<file path="config.mk">
export PLATFORM = sky130hd
export DESIGN_NAME = sdram_port_arbiter
export DESIGN_NICKNAME = d
export VERILOG_FILES = /design/src/rtl/sdram_port_arbiter.sv
export SDC_FILE = /design/constraint.sdc
export NUM_CORES = 1
export LEC_CHECK = 0
export CORE_MARGIN = 2
export CORE_UTILIZATION = 25
export DETAILED_ROUTE_END_ITERATION = 8
export HOLD_SLACK_MARGIN = 0.1
export MAX_ROUTING_LAYER = met4
export SLEW_MARGIN = 20
export SYNTH_ARGS = -nofsm -noshare
export SYNTH_HDL_FRONTEND = slang
export SYNTH_SLANG_ARGS = --single-unit
</file>
<file path="constraint.sdc">
create_clock -name cpu_clk -period 2.6 [get_ports cpu_clk]
set_clock_uncertainty 0.15 [all_clocks]
set_input_delay 0.52 -clock cpu_clk [delete_from_list [all_inputs] [get_ports cpu_clk]]
set_output_delay 0.52 -clock cpu_clk [all_outputs]
set_load 0.02 [all_outputs]
</file>
<file path="src/rtl/sdram_port_arbiter.sv">
//------------------------------------------------------------------------------
// Module   : sdram_port_arbiter
// Brief    : Shares the SDRAM CPU port between fetch (I) and load/store (D).
//            Define SDRAM_ARB_PERF_EN to add saturating performance counters.
// Revision : 1.0 - initial release
//------------------------------------------------------------------------------
`default_nettype none

module sdram_port_arbiter #(
    parameter int STARVE_LIMIT = 4,
    parameter int CNT_W        = 16
) (
    input  logic        cpu_clk,
    input  logic        reset_n,
    input  logic        i_req,
    input  logic [31:0] i_addr,
    output logic        i_done,
    output logic [31:0] i_rdata,
    input  logic        d_req,
    input  logic        d_we,
    input  logic [31:0] d_addr,
    input  logic [31:0] d_wdata,
    input  logic [3:0]  d_be,
    output logic        d_done,
    output logic [31:0] d_rdata,
    output logic        mem_ren,
    output logic        mem_wen,
    output logic [31:0] mem_addr,
    output logic [31:0] mem_wdata,
    output logic [3:0]  mem_be,
    input  logic        mem_ready,
    input  logic [31:0] mem_rdata,
    output logic        owner
`ifdef SDRAM_ARB_PERF_EN
    ,
    output logic [CNT_W-1:0] perf_i_cnt,
    output logic [CNT_W-1:0] perf_d_cnt,
    output logic [CNT_W-1:0] perf_stall_cnt
`endif
);

    localparam logic [7:0] C_STARVE_MAX = 8'(STARVE_LIMIT);

    typedef enum logic [2:0] {
        ST_IDLE      = 3'd0,
        ST_ISSUE     = 3'd1,
        ST_WAIT_BUSY = 3'd2,
        ST_WAIT_DONE = 3'd3,
        ST_RESP      = 3'd4
    } state_t;

    state_t      state_q,      state_d;
    logic        owner_q,      owner_d;
    logic        we_q,         we_d;
    logic [31:0] mem_addr_q,   mem_addr_d;
    logic [31:0] mem_wdata_q,  mem_wdata_d;
    logic [3:0]  mem_be_q,     mem_be_d;
    logic [31:0] i_rdata_q,    i_rdata_d;
    logic [31:0] d_rdata_q,    d_rdata_d;
    logic [7:0]  starve_cnt_q, starve_cnt_d;

    always_comb begin
        state_d      = state_q;
        owner_d      = owner_q;
        we_d         = we_q;
        mem_addr_d   = mem_addr_q;
        mem_wdata_d  = mem_wdata_q;
        mem_be_d     = mem_be_q;
        i_rdata_d    = i_rdata_q;
        d_rdata_d    = d_rdata_q;
        starve_cnt_d = starve_cnt_q;

        case (state_q)
            ST_IDLE: begin
                if (mem_ready && (i_req || d_req)) begin
                    // D has priority unless I has watched STARVE_LIMIT D grants go by
                    if (i_req && (!d_req || (starve_cnt_q == C_STARVE_MAX))) begin
                        owner_d      = 1'b1;
                        we_d         = 1'b0;
                        mem_addr_d   = i_addr;
                        mem_wdata_d  = 32'h0;
                        mem_be_d     = 4'b1111;
                        starve_cnt_d = 8'd0;
                    end else begin
                        owner_d     = 1'b0;
                        we_d        = d_we;
                        mem_addr_d  = d_addr;
                        mem_wdata_d = d_wdata;
                        mem_be_d    = d_be;
                        if (!i_req) begin
                            starve_cnt_d = 8'd0;
                        end else if (starve_cnt_q != C_STARVE_MAX) begin
                            starve_cnt_d = starve_cnt_q + 8'd1;
                        end
                    end
                    state_d = ST_ISSUE;
                end
            end
            ST_ISSUE: begin
                state_d = ST_WAIT_BUSY;
            end
            ST_WAIT_BUSY: begin
                if (!mem_ready) begin
                    state_d = ST_WAIT_DONE;
                end
            end
            ST_WAIT_DONE: begin
                if (mem_ready) begin
                    // stores complete without disturbing the last load data
                    if (owner_q) begin
                        i_rdata_d = mem_rdata;
                    end else if (!we_q) begin
                        d_rdata_d = mem_rdata;
                    end
                    state_d = ST_RESP;
                end
            end
            ST_RESP: begin
                state_d = ST_IDLE;
            end
            default: begin
                state_d = ST_IDLE;
            end
        endcase
    end

    always_ff @(posedge cpu_clk) begin
        if (!reset_n) begin
            state_q      <= ST_IDLE;
            owner_q      <= 1'b0;
            we_q         <= 1'b0;
            mem_addr_q   <= 32'h0;
            mem_wdata_q  <= 32'h0;
            mem_be_q     <= 4'h0;
            i_rdata_q    <= 32'h0;
            d_rdata_q    <= 32'h0;
            starve_cnt_q <= 8'd0;
        end else begin
            state_q      <= state_d;
            owner_q      <= owner_d;
            we_q         <= we_d;
            mem_addr_q   <= mem_addr_d;
            mem_wdata_q  <= mem_wdata_d;
            mem_be_q     <= mem_be_d;
            i_rdata_q    <= i_rdata_d;
            d_rdata_q    <= d_rdata_d;
            starve_cnt_q <= starve_cnt_d;
        end
    end

    assign mem_ren   = (state_q == ST_ISSUE) && !we_q;
    assign mem_wen   = (state_q == ST_ISSUE) &&  we_q;
    assign i_done    = (state_q == ST_RESP)  &&  owner_q;
    assign d_done    = (state_q == ST_RESP)  && !owner_q;
    assign mem_addr  = mem_addr_q;
    assign mem_wdata = mem_wdata_q;
    assign mem_be    = mem_be_q;
    assign i_rdata   = i_rdata_q;
    assign d_rdata   = d_rdata_q;
    assign owner     = owner_q;

`ifdef SDRAM_ARB_PERF_EN
    logic [CNT_W-1:0] perf_i_cnt_q,     perf_i_cnt_d;
    logic [CNT_W-1:0] perf_d_cnt_q,     perf_d_cnt_d;
    logic [CNT_W-1:0] perf_stall_cnt_q, perf_stall_cnt_d;

    always_comb begin
        perf_i_cnt_d     = perf_i_cnt_q;
        perf_d_cnt_d     = perf_d_cnt_q;
        perf_stall_cnt_d = perf_stall_cnt_q;
        if (i_done && (perf_i_cnt_q != '1)) begin
            perf_i_cnt_d = perf_i_cnt_q + 1'b1;
        end
        if (d_done && (perf_d_cnt_q != '1)) begin
            perf_d_cnt_d = perf_d_cnt_q + 1'b1;
        end
        if ((i_req || d_req) && (state_q != ST_IDLE) && (perf_stall_cnt_q != '1)) begin
            perf_stall_cnt_d = perf_stall_cnt_q + 1'b1;
        end
    end

    always_ff @(posedge cpu_clk) begin
        if (!reset_n) begin
            perf_i_cnt_q     <= '0;
            perf_d_cnt_q     <= '0;
            perf_stall_cnt_q <= '0;
        end else begin
            perf_i_cnt_q     <= perf_i_cnt_d;
            perf_d_cnt_q     <= perf_d_cnt_d;
            perf_stall_cnt_q <= perf_stall_cnt_d;
        end
    end

    assign perf_i_cnt     = perf_i_cnt_q;
    assign perf_d_cnt     = perf_d_cnt_q;
    assign perf_stall_cnt = perf_stall_cnt_q;
`endif

endmodule

`default_nettype wire

</file>
## Yosys cells after proc, flatten, opt, wreduce, memory -nomap -nowiden

Index checks and enable logic that the tools add are counted.

- Mux-type cells: 12
- Reductions and logical operators: 17
- Bitwise gates (word level): 2
- Add/subtract/negate cells: 1
- Eq/ne operators: 10

Operators with widths:

| operator | count |
|---|---|
| $mux W32 | 2 |
| $mux W8 | 3 |
| $pmux W3 S4 | 1 |
| $mux W3 | 3 |
| $reduce_and A3 Y1 | 3 |
| $add A8 B1 Y8 const B | 1 |
| $eq A8 B3 Y1 const B | 1 |
| $ne A8 B3 Y1 const B | 1 |
| $eq A3 B2 Y1 const B | 2 |
| $logic_and A1 B1 Y1 | 6 |
| $ne A2 B2 Y1 const B | 3 |
| $mux W4 | 1 |
| $reduce_and A4 Y1 | 1 |
| $eq A3 B1 Y1 const B | 1 |
| $eq A3 B3 Y1 const B | 1 |
| $logic_not A1 Y1 | 3 |
| $logic_not A3 Y1 | 1 |
| $ne A3 B1 Y1 const B | 1 |
| $logic_or A1 B1 Y1 | 2 |
| $mux W1 | 2 |
| $not A1 Y1 | 2 |
| $reduce_and A2 Y1 | 1 |

- Word-level logic and storage cells: 51
- Input port bits: 138
- Bits in registers: 145

## Logic depth before layout (Yosys ltp)

- Depth in word-level cells: 5
- Gate-level depth with buffers: 8
- Mapped depth without buffers: 6

## Worst setup path before layout

OpenSTA, ideal clock, no wires.

- Path type: input port to flip-flop
- Start: input port d_req
- End: register mem_wdata_q[14] (netlist: mem_wdata[14])
- Buffers on the path: 2
- Data arrival time: 1,749 ps
- Library setup time: 70 ps
- Path slack: 631 ps
- Stages: 6
- Required time: 2,380 ps
- Cell sequence: nor2_1 > or3_4 > clkbuf_1 > clkbuf_1 > nand2_1 > a21oi_1

- Longest elaborated chain between the ends: 4
- Elaborated cells on any way between the ends: 7

RTL lines:

| element | line | RTL |
|---|---|---|
| start, declared | 19 | `input logic d_req,` |
| $logic_not A1 Y1 | 77 | `if (i_req && (!d_req \|\| (starve_cnt_q == C_STARVE_MAX))) begin` |
| $logic_or A1 B1 Y1 | 77 |  |
| $logic_and A1 B1 Y1 | 77 |  |
| $mux W32 | 77 |  |
| end signal, assigned | 143 | `mem_wdata_q <= mem_wdata_d;` |
| end, declared | 56 | `logic [31:0] mem_wdata_q, mem_wdata_d;` |

Parallel ways exist; a longest one is shown, timed or not.
A chain may end at the register's enable or synchronous reset.

## Worst setup path after layout

- Start: register state_q[1]
- End: output port i_done

- Longest elaborated chain between the ends: 2

RTL lines:

| element | line | RTL |
|---|---|---|
| start, declared | 52 | `state_t state_q, state_d;` |
| start signal, assigned | 139 | `state_q <= state_d;` |
| $eq A3 B3 Y1 | 153 | `assign i_done = (state_q == ST_RESP) && owner_q;` |
| $logic_and A1 B1 Y1 | 153 |  |
| end, declared | 17 | `output logic i_done,` |

Every way passes these cells.

==> out/summary.txt <==
Vias in the first global route = 5394
Layout area overhead = 68.1%
PnR worst setup slack = 98.7 ps
Die Y = 152 um
Power Dens Cells = 614 mW/mm2
Syn Nets = 849
WHS Path Cells = 2
Sequential cell area = 0.00290 mm2
First-pass DRT Iterations = 4
Crit path DAT = 1830 ps
Post-route insts no fill = 1259
Simple-gate share of the synthesized area = 0.225
Tcrit/Tclk final = 0.962
Max IR drop VDD = 0.393 mV
Worst hold margin = 301 ps
CP Capture Type = primary output
Core area = 0.0217 mm2
Synthesized-area fraction occupied by adder cells = 0.00455
Yosys cell types = 36
Min cycle time layout = 2500 ps
Mux contribution to synthesized area = 0
Tot GR Track Use = 0.163
DR DRC count = 0
Setup Crit Path Kind = flip-flop to primary output
M1 GR Usage = 0.204
Post-Syn Area = 0.00550 mm2
Vias/cell = 4.48
Leading area contributor after synthesis = dfxtp_1
Complex-gate fraction of the synthesized area = 0.190
Crit path launch type = flip-flop
I/O pin total = 275
Chip width = 152 um
Post-synthesis xor/xnor area fraction = 0.00637
CP required = 1930 ps
Area taken by multi-input logic gates = 0.00237 mm2
DRT antenna net count = 0
Post-detail-place hpwl = 12700 um
Worst Tran Pin Value = 461 ps
DRT Wirelength = 18800 um
CTS max path bufs = 2
Clock sink total = 145
Initial Util = 0.254
Share of the synthesized area in the top cell type = 0.528
Fillers = 2165
# diodes = 0
Largest family of logic cells by synthesized area = simple AND/OR/NAND/NOR gates
R2R cell count = 6
Slew HR = 0.693
Rows = 54
CP Max Fanout = 10
Worst path cell trace = nor2_1, and3_1, clkdlybuf4s50_1
RSZ-0062 raised after global routing = no
CP max stage cell = clkdlybuf4s50_1
Routing usage on met2 = 0.251
Top achievable clock speed = 0.400 GHz
Die area = 0.0232 mm2
Top cells by area, synth = dfxtp_1, a21oi_1, nand2_1, nand3_1, clkbuf_1
GP Congestion = 0.822
Mapped Cells = 709
# setup viols final = 0
MaxCap Viol Count = 0
Count leader, synth = nand2_1
#FFs+latches synth = 145
Syn avg cell area = 7.76 um2
Synth top cells by count = nand2_1, a21oi_1, dfxtp_1, clkbuf_1, nand3_1
Register area share after synthesis = 0.528
Nets@finish = 1106
Clk_lat worst skew = 410 ps
First-pass GRT wire length = 29700 um
Clk pin slew, worst setup/hold paths = 60 ps
CTS tree = built
Met3 Usage GRT = 0.0449
Worst Hold Class = flip-flop to flip-flop
Final TNS setup = 0 ps
H-tree depth = 4
GR peak layer = met2
Number of flops mapped to enable cells by yosys = 0
GRT overflow = 0
Max Slew Vio Count = 0
Routed vias = 5640
Outcome = finished, final reports clean
Port bufs = 274
R2r setup slk = 640 ps
Layout cells sized above 1 = 0.0613
Largest net degree at the start of global routing = 57
Initial antenna violation count = 0
Final Hold Fails = 0
DRT iter0 DRCs = 293
Crit-path max cell delay = 640 ps
Placed Cells = 1227
Drt wl/cell = 14.9 um
TritonCTS buffer count = 17
Post-synth ARST share = 0
Dpl ws = 149 ps
Ys Warns = 0
Clock root buffer = clkbuf_16
Top_reg_cell synth = dfxtp_1
Static leakage = 3.31 nW
[final timing paths]
| path | startpoint | to |
|---|---|---|
| max | state_q[1] | i_done |
| min | mem_wdata[7] | mem_wdata[7] |
| max reg2reg | state_q[2] | starve_cnt_q[7] |
| min reg2reg | mem_wdata[7] | mem_wdata[7] |
[where the power goes]
part	switching, mW	internal [mW]
Combinational	0.425	0.448
Clock	1.07	1.38
Sequential	0.0498	2.32
[state kept, by name, summed over array words and instances (netlist names)]
| signal | cells |
|---|---|
| owner | 1 |
| state_q | 3 |
| i_rdata | 32 |
| d_rdata | 32 |
| we_q | 1 |
| starve_cnt_q | 8 |
| mem_addr | 32 |
| mem_wdata | 32 |
| mem_be | 4 |
[area by class of cell]
type | count | share of cell area
well taps | 280 | 0.0379
flip-flops and latches | 145 | 0.314
clock inverters | 14 | 0.0158
clock buffers | 18 | 0.0475
repair buffers | 296 | 0.326
inverters | 6 | 0.00257
multi-input cells | 500 | 0.256
[cells by family (layout without fill, tap and decap cells)]
group,after synthesis,count (layout)
AOI/OAI and AO/OA,208,208
xor gates and xnor gates,4,4
adders and majority gates,2,2
buffers and inverters,64,334
DFF,145,145
and+or+nand+nor,286,286
[metal layers]
| metal | routed length [um] | share of wire |
|---|---|---|
| met3 | 951 | 0.051 |
| met1 | 8520 | 0.45 |
| met2 | 8790 | 0.47 |
| met4 | 547 | 0.029 |
| met5 | 0 | 0 |
[per-stage QoR]
stage | cell area (um2) | power [mW] | utilization
detailed placement | 8650 | 3.29 | 0.399
CTS | 9240 | 5.76 | 0.426
floorplan | 5500 | 2.78 | -
finish | 9250 | 5.68 | 0.426
global route | 9250 | 5.93 | 0.426
global placement | 8650 | 3.29 | 0.399
[critical path, delay by kind of cell, from the launching register on]
| family | cells | cell delay, ps |
|---|---|---|
| buffers and inverters | 1 | 640 |
| DFF | 1 | 400 |
| and+or+nand+nor | 2 | 380 |
[cell usage in the layout, fill, tap and decap left out, drive strengths merged, types with 3 or more instances in the layout]
| cell type | count |
|---|---|
| nand2 | 203 |
| dlymetal6s2s | 3 |
| o21ai | 37 |
| nor4 | 5 |
| clkinv | 6 |
| dfxtp | 145 |
| buf | 22 |
| clkdlybuf4s50 | 271 |
| nor3 | 8 |
| clkbuf | 18 |
| a21oi | 168 |
| inv | 11 |
| nand3 | 37 |
| xnor2 | 4 |
| nor2 | 12 |
[repair_timing]
item	CTS	global route
endpoints found under the setup margin	0	3
setup buffers	0	0
hold buffers	0	0
resized for setup	0	3
Note: power is estimated with default switching activity, not from simulation.
